`config.mk`:
```
export PLATFORM = sky130hd
export DESIGN_NAME = peripheral_ahb_initiator
export DESIGN_NICKNAME = d
export VERILOG_FILES = /design/src/rtl/peripheral_ahb_initiator.sv
export SDC_FILE = /design/constraint.sdc
export NUM_CORES = 1
export LEC_CHECK = 0
export CAP_MARGIN = 5
export CORE_MARGIN = 10
export CORE_UTILIZATION = 42
export CTS_BUF_LIST = sky130_fd_sc_hd__clkbuf_8
export DETAILED_ROUTE_END_ITERATION = 8
export PLACE_DENSITY = 0.94
export SYNTH_ARGS = -nofsm -noshare
export SYNTH_HDL_FRONTEND = slang
export SYNTH_SLANG_ARGS = --single-unit
```
`constraint.sdc`:
```
create_clock -name hclk -period 2.7 [get_ports hclk]
set_input_delay 0.54 -clock hclk [delete_from_list [all_inputs] [get_ports hclk]]
set_output_delay 0.54 -clock hclk [all_outputs]
set_load 0.03 [all_outputs]
```
`src/rtl/peripheral_ahb_initiator.sv`:
```
// ---------------------------------------------------------------------------
// peripheral_ahb_initiator
//
// AHB-Lite initiator that turns one command (address, size, beat count,
// direction) into a pipelined SINGLE/INCR burst. Write beats come from a
// valid/ready stream. Read beats leave as one-cycle strobes with no
// backpressure. Only one command is in flight at a time.
//
// Ports
//   hclk, hresetn        clock, asynchronous active-low reset
//   cmd_valid/cmd_ready  command handshake; cmd_write, cmd_addr, cmd_size
//                        (HSIZE encoding), cmd_len (beats minus one)
//   wdata_valid/ready    write beat stream; wdata is the beat payload
//   rdata_valid, rdata   read beat strobe and data
//   done, error          completion pulse; error is valid with done
//   haddr..hmastlock     AHB-Lite address phase
//   hwdata               AHB-Lite write data phase
//   hrdata, hready, hresp AHB-Lite slave response
//
// HADDR_SIZE must be at least 10, because the 1 KB boundary check looks at
// haddr[9:0]. The write source must hold wdata_valid and wdata until
// wdata_ready. This keeps a presented beat stable across wait states.
// ---------------------------------------------------------------------------
module peripheral_ahb_initiator #(
  parameter int HADDR_SIZE = 32,
  parameter int HDATA_SIZE = 32,
  parameter int LEN_BITS   = 4
) (
  input  logic                  hclk,
  input  logic                  hresetn,
  input  logic                  cmd_valid,
  output logic                  cmd_ready,
  input  logic                  cmd_write,
  input  logic [HADDR_SIZE-1:0] cmd_addr,
  input  logic [2:0]            cmd_size,
  input  logic [LEN_BITS-1:0]   cmd_len,
  input  logic                  wdata_valid,
  output logic                  wdata_ready,
  input  logic [HDATA_SIZE-1:0] wdata,
  output logic                  rdata_valid,
  output logic [HDATA_SIZE-1:0] rdata,
  output logic                  done,
  output logic                  error,
  output logic [HADDR_SIZE-1:0] haddr,
  output logic                  hwrite,
  output logic [2:0]            hsize,
  output logic [2:0]            hburst,
  output logic [3:0]            hprot,
  output logic [1:0]            htrans,
  output logic                  hmastlock,
  output logic [HDATA_SIZE-1:0] hwdata,
  input  logic [HDATA_SIZE-1:0] hrdata,
  input  logic                  hready,
  input  logic                  hresp
);

  localparam logic [1:0] HTRANS_IDLE   = 2'b00;
  localparam logic [1:0] HTRANS_BUSY   = 2'b01;
  localparam logic [1:0] HTRANS_NONSEQ = 2'b10;
  localparam logic [1:0] HTRANS_SEQ    = 2'b11;
  localparam logic [2:0] HBURST_SINGLE = 3'b000;
  localparam logic [2:0] HBURST_INCR   = 3'b001;

  typedef enum logic [1:0] {ST_IDLE, ST_ADDR, ST_DATA, ST_ERR} state_t;

  state_t                state_q, state_d;
  logic [HADDR_SIZE-1:0] addr_q;     // address of the next beat to issue
  logic                  write_q;
  logic [2:0]            size_q;
  logic                  incr_q;     // multi-beat command -> INCR
  logic [LEN_BITS-1:0]   beats_q;    // beats left after the one being issued
  logic                  started_q;  // at least one beat has been issued
  logic                  dphase_q;   // a data phase is in progress
  logic [HDATA_SIZE-1:0] hwdata_q;
  logic                  done_q, error_q;
  logic                  done_d, error_d;

  logic                  accept;
  logic                  issue;
  logic                  addr_done;
  logic                  err_first;
  logic [HADDR_SIZE-1:0] step;

  // cmd_ready is gated with hresetn so that it reads low while reset is held,
  // even though the state register already sits in IDLE.
  assign cmd_ready = hresetn && (state_q == ST_IDLE);
  assign accept    = cmd_valid && cmd_ready;
  assign issue     = (state_q == ST_ADDR) && (!write_q || wdata_valid);
  assign addr_done = issue && hready;
  // The first cycle of a two-cycle ERROR response. Later beats are cancelled here.
  assign err_first = dphase_q && hresp && !hready;
  assign step      = HADDR_SIZE'(1) << size_q;

  assign wdata_ready = addr_done && write_q;
  assign rdata_valid = dphase_q && !write_q && hready && !hresp;
  assign rdata       = hrdata;
  assign done        = done_q;
  assign error       = error_q;
  assign haddr       = addr_q;
  assign hwrite      = write_q;
  assign hsize       = size_q;
  assign hburst      = incr_q ? HBURST_INCR : HBURST_SINGLE;
  assign hprot       = 4'b0011;
  assign hmastlock   = 1'b0;
  assign hwdata      = hwdata_q;

  always_ff @(posedge hclk or negedge hresetn) begin
    if (!hresetn) state_q <= ST_IDLE;
    else          state_q <= state_d;
  end

  // NOTE: every output of this block gets a default first. A path that is
  // left unassigned would infer a latch.
  always_comb begin
    state_d = state_q;
    done_d  = 1'b0;
    error_d = 1'b0;
    htrans  = HTRANS_IDLE;
    unique case (state_q)
      ST_IDLE: if (accept) state_d = ST_ADDR;
      ST_ADDR: begin
        if (issue)
          // The first beat is NONSEQ. A beat that lands on a 1 KB boundary
          // starts a new burst, so it is NONSEQ as well.
          htrans = (!started_q || addr_q[9:0] == 10'd0) ? HTRANS_NONSEQ : HTRANS_SEQ;
        else
          htrans = started_q ? HTRANS_BUSY : HTRANS_IDLE;
        if (err_first)                        state_d = ST_ERR;
        else if (addr_done && beats_q == '0)  state_d = ST_DATA;
      end
      ST_DATA: begin
        if (err_first) state_d = ST_ERR;
        else if (hready) begin
          state_d = ST_IDLE;
          done_d  = 1'b1;
        end
      end
      ST_ERR: if (hready) begin
        state_d = ST_IDLE;
        done_d  = 1'b1;
        error_d = 1'b1;
      end
      default: state_d = ST_IDLE;
    endcase
  end

  // NOTE: sequential state uses non-blocking assignments only. Every register
  // then samples values from before the edge, whatever the statement order.
  always_ff @(posedge hclk or negedge hresetn) begin
    if (!hresetn) begin
      addr_q    <= '0;
      write_q   <= 1'b0;
      size_q    <= 3'd0;
      incr_q    <= 1'b0;
      beats_q   <= '0;
      started_q <= 1'b0;
      dphase_q  <= 1'b0;
      hwdata_q  <= '0;
      done_q    <= 1'b0;
      error_q   <= 1'b0;
    end else begin
      done_q  <= done_d;
      error_q <= error_d;
      if (accept) begin
        addr_q    <= cmd_addr;
        write_q   <= cmd_write;
        size_q    <= cmd_size;
        incr_q    <= (cmd_len != '0);
        beats_q   <= cmd_len;
        started_q <= 1'b0;
      end
      if (err_first)   dphase_q <= 1'b0;
      else if (hready) dphase_q <= addr_done;
      if (addr_done) begin
        addr_q    <= addr_q + step;
        started_q <= 1'b1;
        if (beats_q != '0) beats_q <= beats_q - 1'b1;
        if (write_q) hwdata_q <= wdata;
      end
    end
  end

endmodule

```
==> impl_metrics.json <==
{
  "wire_per_inst_um": 20.4,
  "critical_path_arrival_ps": 2000,
  "postSynthAreaPerCell_um2": 10.3,
  "p_sw_uw": 3640,
  "antenna_left": 0,
  "ir_drop_mv": 0.585,
  "dieWidth_um": 124,
  "critPathMaxFanout": 4,
  "ys_seq_area_share_pct": 43.5,
  "areaGrowthSynthToFinish_pct": 35.6,
  "fp.coreArea_um2": 10400,
  "startpoint_type": "input port",
  "ys_types": 71,
  "maxCapViolations": 0,
  "grt_pass1_vias": 4068,
  "synth-main-ff-cell": "dfrtp_1",
  "cts_inserted_buffers": 9,
  "cp.required_ps": 2160,
  "place_congestion": 0.910,
  "die_y_um": 124,
  "clock_skew_ps": 10.0,
  "rr_worst_depth": 7,
  "hold_viol_final": 0,
  "fmax_ghz": 0.393,
  "internal-power_uw": 4140,
  "clk_latency_ps": 360,
  "cts_root_buffer": "clkbuf_8",
  "post_cts_resized": 0,
  "wl_um": 14400,
  "path_common_cell": "clkdlybuf4s50_1",
  "drt_first_iter_violations": 265,
  "ys_ff_latch": 79,
  "pin_count": 225,
  "fin_crit_sh_pct": 94.2,
  "path_cells": "clkdlybuf4s50_1 > nand2b_2 > a41oi_1 > clkdlybuf4s50_1",
  "io_buffers": 153,
  "layout.nets": 685,
  "start_util_pct": 43.6,
  "crit_type": "input port to output port",
  "placed_area_um2": 5940,
  "switching_share_pct": 46.8,
  "status": "complete, no violations",
  "drv_slew": 0,
  "p_leak_uw": 0.00253,
  "drt-vias-per-instance": 5.68,
  "relSlewSlack_pct": 33.2,
  "cts_buffer_depth": 2,
  "num_rows": 37,
  "grt_max_degree": 80,
  "power_density_nw_per_um2": 1260,
  "finalWorstPathRequiredPeriod_ps": 2540,
  "dieArea_um2": 15400,
  "gr-total-overflow": 0,
  "combinationalPowerShare_pct": 58.0,
  "netlist_instances": 443,
  "critPathBufInv": 2,
  "p_clk_share_pct": 11.4,
  "fin_area_um2": 6160,
  "grt_antenna_before_repair": 0,
  "grtUsageTotal_pct": 18.1,
  "diodes": 0,
  "hold_class": "input port to async pin",
  "tritoncts": "built",
  "synth_warnings": 0,
  "clk_pin_slew_ps": 90,
  "drive_gt1_share_pct": 16.7,
  "synth_edf_count": 0,
  "htree_levels": 3,
  "cts.sinks": 79,
  "grt_pass1_wl_um": 21900,
  "via_count": 4009,
  "post-route-drc-count": 0,
  "total_power_uw": 7780,
  "holdBufCountCts": 0,
  "endpoint_kind": "output port",
  "synth_area_um2": 4540,
  "cp_slowest_cell": "clkdlybuf4s50_1",
  "tightest_slew_ps": 1000,
  "pwr-share-seq_pct": 30.6,
  "slowest_delay_ps": 710,
  "first_pass_iters": 5,
  "dp_hpwl_um": 11000,
  "cp_top_family": "buffers and inverters",
  "cts_setup_buffers": 0,
  "setup_viol": 0,
  "async_reset_ff_share_pct": 100,
  "path_depth": 4
}
## cell type report
| type | instances | area (um^2) |
|---|---|---|
| fillers | 892 | 4260 |
| multi-input cells | 302 | 2150 |
| flip-flops and latches | 79 | 1980 |
| repair buffers | 167 | 1640 |
| well taps | 136 | 170 |
| clock buffers | 9 | 124 |
| clock inverters | 7 | 72.6 |
| inverters | 6 | 22.5 |
## path summary, 6_finish.rpt
check,slack [ps],end,from
min,440,hwdata[30]$_DFFE_PN0P_,hresetn
max reg2reg,160,haddr[11]$_DFFE_PN0P_,hsize[2]$_DFFE_PN0P_
max,160,htrans[0],wdata_valid
min in group hclk,490,incr_q$_DFFE_PN0P_,incr_q$_DFFE_PN0P_
max in group asynchronous,1580,hsize[1]$_DFFE_PN0P_,hresetn
min reg2reg,490,incr_q$_DFFE_PN0P_,incr_q$_DFFE_PN0P_
## synthesized netlist by cell type, drive strengths merged, types with 5 or more instances
cell    instances  area, um^2
clkbuf          7        36.3
buf            53         379
nand4           8        65.1
nand2          50         190
o22ai           8        50.1
nand3          13        82.6
xor2            5        43.8
ha              9         113
o311ai          7        61.3
nor3           14        97.6
o21ai          13        72.6
a311oi          5        43.8
a211oi          6        55.1
dfrtp          79        1980
o211ai         15         131
a21oi          13        68.8
nor2           26         108
nor3b           5        37.5
and3            7        43.8
inv             6        22.5
mux2           33         372
## power by group through the flow
stage | combinational [uW] | sequential [uW] | clock, uW
global route | 4840 | 2480 | 968
CTS | 4510 | 2360 | 912
detailed placement | 4490 | 2380 | 0
global placement | 4420 | 2330 | 0
floorplan | 1930 | 3230 | 0
finish | 4510 | 2380 | 889
## kinds of logic after synthesis
kind of cell / count (synthesis) / synth area share (%)
flops: 79 / 43.5
buf+inv: 67 / 9.92
compound gates: 93 / 15.3
fa+ha+maj: 10 / 2.92
xor+xnor: 6 / 1.16
other cells: 2 / 0.165
mux: 36 / 8.84
simple gates: 150 / 18.1
## layer usage
| layer | track usage [%] | wire [um] | vias up |
|---|---|---|---|
| met4 | 6.69 | 315 | 0 |
| met5 | 0 | 0 | - |
| met3 | 7.33 | 1830 | 46 |
| li1 | - | - | 1819 |
| met1 | 21.1 | 5530 | 1932 |
| met2 | 29.5 | 6690 | 212 |
## cells in the final DEF (no fill, tap or decap), types with 6 or more instances in the layout
cell and instances:
conb_1 7, clkdlybuf4s50_1 149, clkbuf_8 9, nor2_1 24, o22ai_1 8, dfrtp_1 77
inv_1 6, and3_1 7, o21ai_0 10, ha_1 9, o211ai_1 13, buf_4 17
nand4_1 7, nand3_1 11, mux2_2 33, nor3_1 11, a21oi_1 12, nand2_1 49
o311ai_0 7
## through the flow
stage	instances	utilization (%)	hold WS, ps	TNS (ps)	setup slack, ps
finish	706	59.1	438	0	155
CTS	706	58.9	473	0	20.0
floorplan	448	-	244	0	26.5
detailed placement	690	57.0	480	0	136
global placement	690	57.0	467	0	167
global route	706	59.1	514	-0.629	-0.629
## flip-flops by register name, summed over array words and instances, names as in the netlist
register   flops
hwdata        32
error          1
beats_q        4
hsize          3
incr_q         1
done           1
haddr         32
started_q      1
state_q        2
hwrite         1
dphase_q       1
(Power assumes the default switching activity.)
